`config.mk`:
```
export PLATFORM = sky130hd
export DESIGN_NAME = uart_tx_flat
export DESIGN_NICKNAME = d
export VERILOG_FILES = /design/src/rtl/uart_tx_if.sv /design/src/rtl/uart_tx.sv /design/src/flat_wrapper.sv
export SDC_FILE = /design/constraint.sdc
export NUM_CORES = 1
export LEC_CHECK = 0
export ABC_AREA = 1
export ABC_CLOCK_PERIOD_IN_PS = 4200
export BUFFER_PORTS_ARGS = -buffer_cell sky130_fd_sc_hd__buf_2
export CAP_MARGIN = 20
export CORE_MARGIN = 2
export CORE_UTILIZATION = 56
export DETAILED_ROUTE_END_ITERATION = 8
export GPL_TIMING_DRIVEN = 0
export PLACE_DENSITY = 0.76
export SYNTH_ARGS = -nofsm -noshare
export SYNTH_HDL_FRONTEND = slang
export SYNTH_SLANG_ARGS = --single-unit
```
`constraint.sdc`:
```
create_clock -name clk -period 4.2 [get_ports clk]
set_input_delay 0.84 -clock clk [delete_from_list [all_inputs] [get_ports clk]]
set_output_delay 0.84 -clock clk [all_outputs]
set_load 0.02 [all_outputs]
```
`src/rtl/uart_tx_if.sv`:
```
// uart_tx_if: host-side byte handshake plus serial line of the 8N1 transmitter.
//   tx_data  [7:0] byte to send, sampled only on the accept cycle
//   tx_start       send request, level or pulse
//   tx_ready       transmitter idle, a tx_start is accepted this cycle
//   busy           frame on the line
//   done           one-cycle pulse after the stop bit completes
//   Rs232_tx       serial line, idle high
// master = host side, slave = transmitter side.
interface uart_tx_if;
  logic [7:0] tx_data;
  logic       tx_start;
  logic       tx_ready;
  logic       busy;
  logic       done;
  logic       Rs232_tx;

  modport master (output tx_data, tx_start,
                  input  tx_ready, busy, done, Rs232_tx);
  modport slave  (input  tx_data, tx_start,
                  output tx_ready, busy, done, Rs232_tx);
endinterface

```
`src/rtl/uart_tx.sv`:
```
// uart_tx: RS-232 8N1 serial transmitter, LSB first, idle-high line.
// Ports:
//   clk     system clock, rising edge
//   Rst_tx  asynchronous active-low reset
//   bus     uart_tx_if.slave (tx_data/tx_start in; tx_ready/busy/done/Rs232_tx out)
// Parameter t_rate: clocks per bit (4..8191), 13-bit baud counter.
// Optional macro UART_TX_PARITY_EN inserts an even-parity bit between the
// last data bit and the stop bit (11-bit frame).
module uart_tx #(
  parameter int t_rate = 5208
) (
  input  logic     clk,
  input  logic     Rst_tx,
  uart_tx_if.slave bus
);

  typedef enum logic [2:0] {
    IDLE   = 3'd0,
    START  = 3'd1,
    DATA   = 3'd2,
    STOP   = 3'd3
`ifdef UART_TX_PARITY_EN
    , PARITY = 3'd4
`endif
  } state_t;

  state_t      state_q;
  logic [12:0] baud_q;
  logic [2:0]  bit_q;
  logic [7:0]  shift_q;
  logic        line_q;
  logic        done_q;
`ifdef UART_TX_PARITY_EN
  logic        par_q;
`endif

  logic [12:0] baud_d;
  logic        baud_end;

  assign baud_d   = baud_q + 13'd1;
  assign baud_end = (baud_q == 13'(t_rate - 1));

  // The line is driven one register ahead: each transition loads the level
  // of the bit being entered, so the output never lags the state.
  always_ff @(posedge clk or negedge Rst_tx) begin
    if (!Rst_tx) begin
      state_q <= IDLE;
      baud_q  <= '0;
      bit_q   <= '0;
      shift_q <= '0;
      line_q  <= 1'b1;
      done_q  <= 1'b0;
`ifdef UART_TX_PARITY_EN
      par_q   <= 1'b0;
`endif
    end else begin
      done_q <= 1'b0;
      case (state_q)
        IDLE: begin
          line_q <= 1'b1;
          baud_q <= '0;
          bit_q  <= '0;
          if (bus.tx_start) begin
            shift_q <= bus.tx_data;
            state_q <= START;
            line_q  <= 1'b0;
`ifdef UART_TX_PARITY_EN
            par_q   <= ^bus.tx_data;
`endif
          end
        end
        START: begin
          if (baud_end) begin
            baud_q  <= '0;
            bit_q   <= '0;
            state_q <= DATA;
            line_q  <= shift_q[0];
          end else begin
            baud_q <= baud_d;
          end
        end
        DATA: begin
          if (baud_end) begin
            baud_q  <= '0;
            shift_q <= shift_q >> 1;
            bit_q   <= bit_q + 3'd1;
            if (bit_q == 3'd7) begin
`ifdef UART_TX_PARITY_EN
              state_q <= PARITY;
              line_q  <= par_q;
`else
              state_q <= STOP;
              line_q  <= 1'b1;
`endif
            end else begin
              line_q <= shift_q[1];
            end
          end else begin
            baud_q <= baud_d;
          end
        end
`ifdef UART_TX_PARITY_EN
        PARITY: begin
          if (baud_end) begin
            baud_q  <= '0;
            state_q <= STOP;
            line_q  <= 1'b1;
          end else begin
            baud_q <= baud_d;
          end
        end
`endif
        STOP: begin
          if (baud_end) begin
            baud_q  <= '0;
            state_q <= IDLE;
            line_q  <= 1'b1;
            done_q  <= 1'b1;
          end else begin
            baud_q <= baud_d;
          end
        end
        default: begin
          state_q <= IDLE;
          baud_q  <= '0;
          bit_q   <= '0;
          line_q  <= 1'b1;
        end
      endcase
    end
  end

  assign bus.Rs232_tx = line_q;
  assign bus.done     = done_q;
  assign bus.tx_ready = (state_q == IDLE);
  assign bus.busy     = (state_q != IDLE);

endmodule

```
`src/flat_wrapper.sv`:
```
// flat-port wrapper written by rule: the top's interface ports become plain ports
module uart_tx_flat 
#(
  parameter int t_rate = 5208
)
  (clk, Rst_tx, bus_tx_data, bus_tx_start, bus_tx_ready, bus_busy, bus_done, bus_Rs232_tx);
  uart_tx_if bus_i ();
  input  logic clk;
  input  logic Rst_tx;
  input wire logic [$bits(bus_i.tx_data)-1:0] bus_tx_data;
  input wire logic [$bits(bus_i.tx_start)-1:0] bus_tx_start;
  output wire logic [$bits(bus_i.tx_ready)-1:0] bus_tx_ready;
  output wire logic [$bits(bus_i.busy)-1:0] bus_busy;
  output wire logic [$bits(bus_i.done)-1:0] bus_done;
  output wire logic [$bits(bus_i.Rs232_tx)-1:0] bus_Rs232_tx;
  assign bus_i.tx_data = bus_tx_data;
  assign bus_i.tx_start = bus_tx_start;
  assign bus_tx_ready = bus_i.tx_ready;
  assign bus_busy = bus_i.busy;
  assign bus_done = bus_i.done;
  assign bus_Rs232_tx = bus_i.Rs232_tx;
  uart_tx #(.t_rate(t_rate)) u_core (.clk(clk), .Rst_tx(Rst_tx), .bus(bus_i));
endmodule
```
==> impl_metrics.tcl <==
set metrics [dict create \
    n_fill_cell 256 \
    holdWs_ns 0.492 \
    rsz0062_at_grt "no" \
    min_path_type "reg -> reg" \
    p_per_area_nw_per_um2 572 \
    grt_pass1_wl_um 5200 \
    nets 252 \
    cp_top_family "buffers and inverters" \
    hold_start "u_core.shift_q[3]" \
    status "finished clean" \
    row_count 19 \
    clk_pin_slew_ns 0.15 \
    io-pin-count 15 \
    grt_max_degree 29 \
    ir_worst_vdd_mv 0.567 \
    r2r-end "u_core.shift_q[0]" \
    start_util_pct 58.9 \
    setup_viol 0 \
    slew_viol_final 0 \
    grtUsageTotal_pct 19.7 \
    fp.coreArea_sq_um 2730 \
    worstSetupPathType "reg -> out" \
    place_congestion 0.849 \
    r2r.worst_path.cells 8 \
    synth_cell_types 20 \
    hold_depth 2 \
    fin_skew_ns 0.00916 \
    dp_slack_ns 2.22 \
    n_antenna_cell 0 \
    cts_root_buffer "clkbuf_4" \
    max_cap_violations 0 \
    fin_crit_ns 2.34 \
    syn_nets 233 \
    ys_seq_area_share_pct 43.6 \
    grt_pass1_vias 1296 \
    final_common_cell "nand2_1" \
    r2r_start "u_core.state_q[1]" \
    path_cells "inv_1, ha_1, buf_2, inv_2, buf_2" \
    htreeDepth 1 \
    cts_tree "yes" \
    firstDrtPassIters 4 \
    antenna_found_initial 0 \
    drt-initial-drc-count 49 \
    ctsResizeCount 0 \
    cpMostUsedCell "buf_2" \
    path_max_fanout 8 \
    hold_buffers 0 \
    synth_seq_cells 28 \
    syn_to_final_growth_pct 8.39 \
    wl_per_cell_um 10.6 \
    die_w_um 57.6 \
    dp_hpwl_um 2140 \
    final_util_pct 63.9 \
    cts_buffers 3 \
    drive_above_1_share_pct 14.2 \
    syn_area_per_cell_sq_um 7.53 \
    post-route-period-util_pct 55.7 \
    cp.arrival_ns 1.50 \
    synthTopCellsByArea "dfrtp_1 (42%), nand2_1 (18%), nand3_1 (6.5%)" \
    startpoint_type "flop" \
    cp_data_required_time_ns 3.36 \
    path_buf_inv 4 \
    drt-total-wl_um 2790 \
    via_per_inst 5.00 \
    hold_viol 0 \
    yosysTopAreaCellShare_pct 41.9 \
    grt-ovfl-total 0 \
    worst_slew_pin_slew_ns 0.604 \
    port_buffers 14 \
    drtAntennaViolNets 0 \
    clk-insertion-delay-late_ns 0.32 \
    reg2reg_slack_ns 2.56 \
    netlist_instances 214 \
    clock.fmax_mhz 427 \
    syn_area_sq_um 1610 \
    dieHeight_um 57.6 \
    final_cell_mix "nand2_1 (78), nor2_1 (27), dfrtp_1 (27), inv_1 (22), nand3_1 (21)" \
    design.die.area_sq_um 3320 \
    tns_ns 0 \
    hold_end "u_core.shift_q[3]" \
    drc 0 \
    final.setup.worst_slack_ns 1.86 \
    synth_top_area_cell "dfrtp_1" \
    cts_setup_buffers 0 \
    vias 1316 \
    max_slew_margin_pct 59.7 \
    cp_slowest_cell "dfrtp_1" \
    cp-end-kind "output pin" \
    p_leak_uw 0.000933 \
    cts_sinks 28 \
    cts_buffer_depth 2 \
    ys_warn_count 0 \
    cp_slowest_stage_delay_ns 0.45 \
]
==> registers in the layout, indices dropped and copies added (netlist names) <==
register and count:
u_core.shift_q 8, u_core.bus.done 1, u_core.bus.Rs232_tx 1, u_core.state_q 2, u_core.baud_q 13, u_core.bit_q 3
==> cells by family after synthesis <==
| kind of cell | Yosys count | synth area share, % |
|---|---|---|
| xor gates and xnor gates | 7 | 3.80 |
| buffers and inverters | 27 | 6.52 |
| and+or+nand+nor | 139 | 38.4 |
| adders and majority gates | 8 | 6.21 |
| AOI/OAI and AO/OA | 5 | 1.55 |
| DFF | 28 | 43.6 |
==> synth_stat cells <==
cell type	number
nor2_4	3
nand3_4	1
nor3b_1	1
ha_1	8
nand3_1	21
inv_1	22
nor2_2	2
a21oi_1	2
nand2_4	2
o21ai_0	3
nor2_1	27
buf_2	3
nand2_2	2
dfrtp_1	27
xnor2_1	1
nand4_1	2
xor2_1	6
nand2_1	78
inv_2	2
dfstp_2	1
==> worst max path at each step <==
stage | startpoint | endpoint | slack, ns | depth (start not counted)
finish | u_core.state_q[0] | bus_busy | 1.86 | 5
global route | u_core.state_q[0] | bus_busy | 1.74 | 5
CTS | u_core.state_q[0] | bus_busy | 1.84 | 5
detailed placement | u_core.state_q[0] | bus_busy | 2.22 | 5
global placement | u_core.state_q[0] | bus_busy | 2.23 | 5
floorplan | u_core.state_q[0] | bus_busy | 2.30 | 4
==> metal layers <==
metal	part of all wire [%]	track usage (%)
met5	0	0
met3	1.7	2.01
met1	48	25.3
met2	49	34.7
met4	1.0	6.64
==> per-stage QoR <==
step	total power [uW]	area, sq um	std cells
after CTS	1010	1750	263
after detailed placement	901	1720	259
final	999	1750	263
after floorplan	781	1610	214
after global routing	1100	1750	263
after global placement	887	1720	259
==> where the power goes <==
part           internal [uW]  leakage, uW  switching (uW)
Clock                   37.2    0.0000150            76.2
Combinational            163     0.000550             322
Sequential               347     0.000368            53.2
==> final cells by class <==
| class | instances | area (sq um) | area share (%) |
|---|---|---|---|
| clock buffer | 4 | 26.3 | 1.50 |
| sequential | 28 | 702 | 40.2 |
| tap | 31 | 38.8 | 2.22 |
| timing repair buffer | 14 | 70.1 | 4.01 |
| buffer | 3 | 15.0 | 0.860 |
| inverter | 24 | 90.1 | 5.16 |
| multi-input combinational | 159 | 805 | 46.1 |
==> tightest hold or removal path: stages (launching register included) <==
cell and delay, ns:
dfrtp_1 0.38, nand2_1 0.05, nand2_1 0.04
Power figures use the tool's default switching activity.
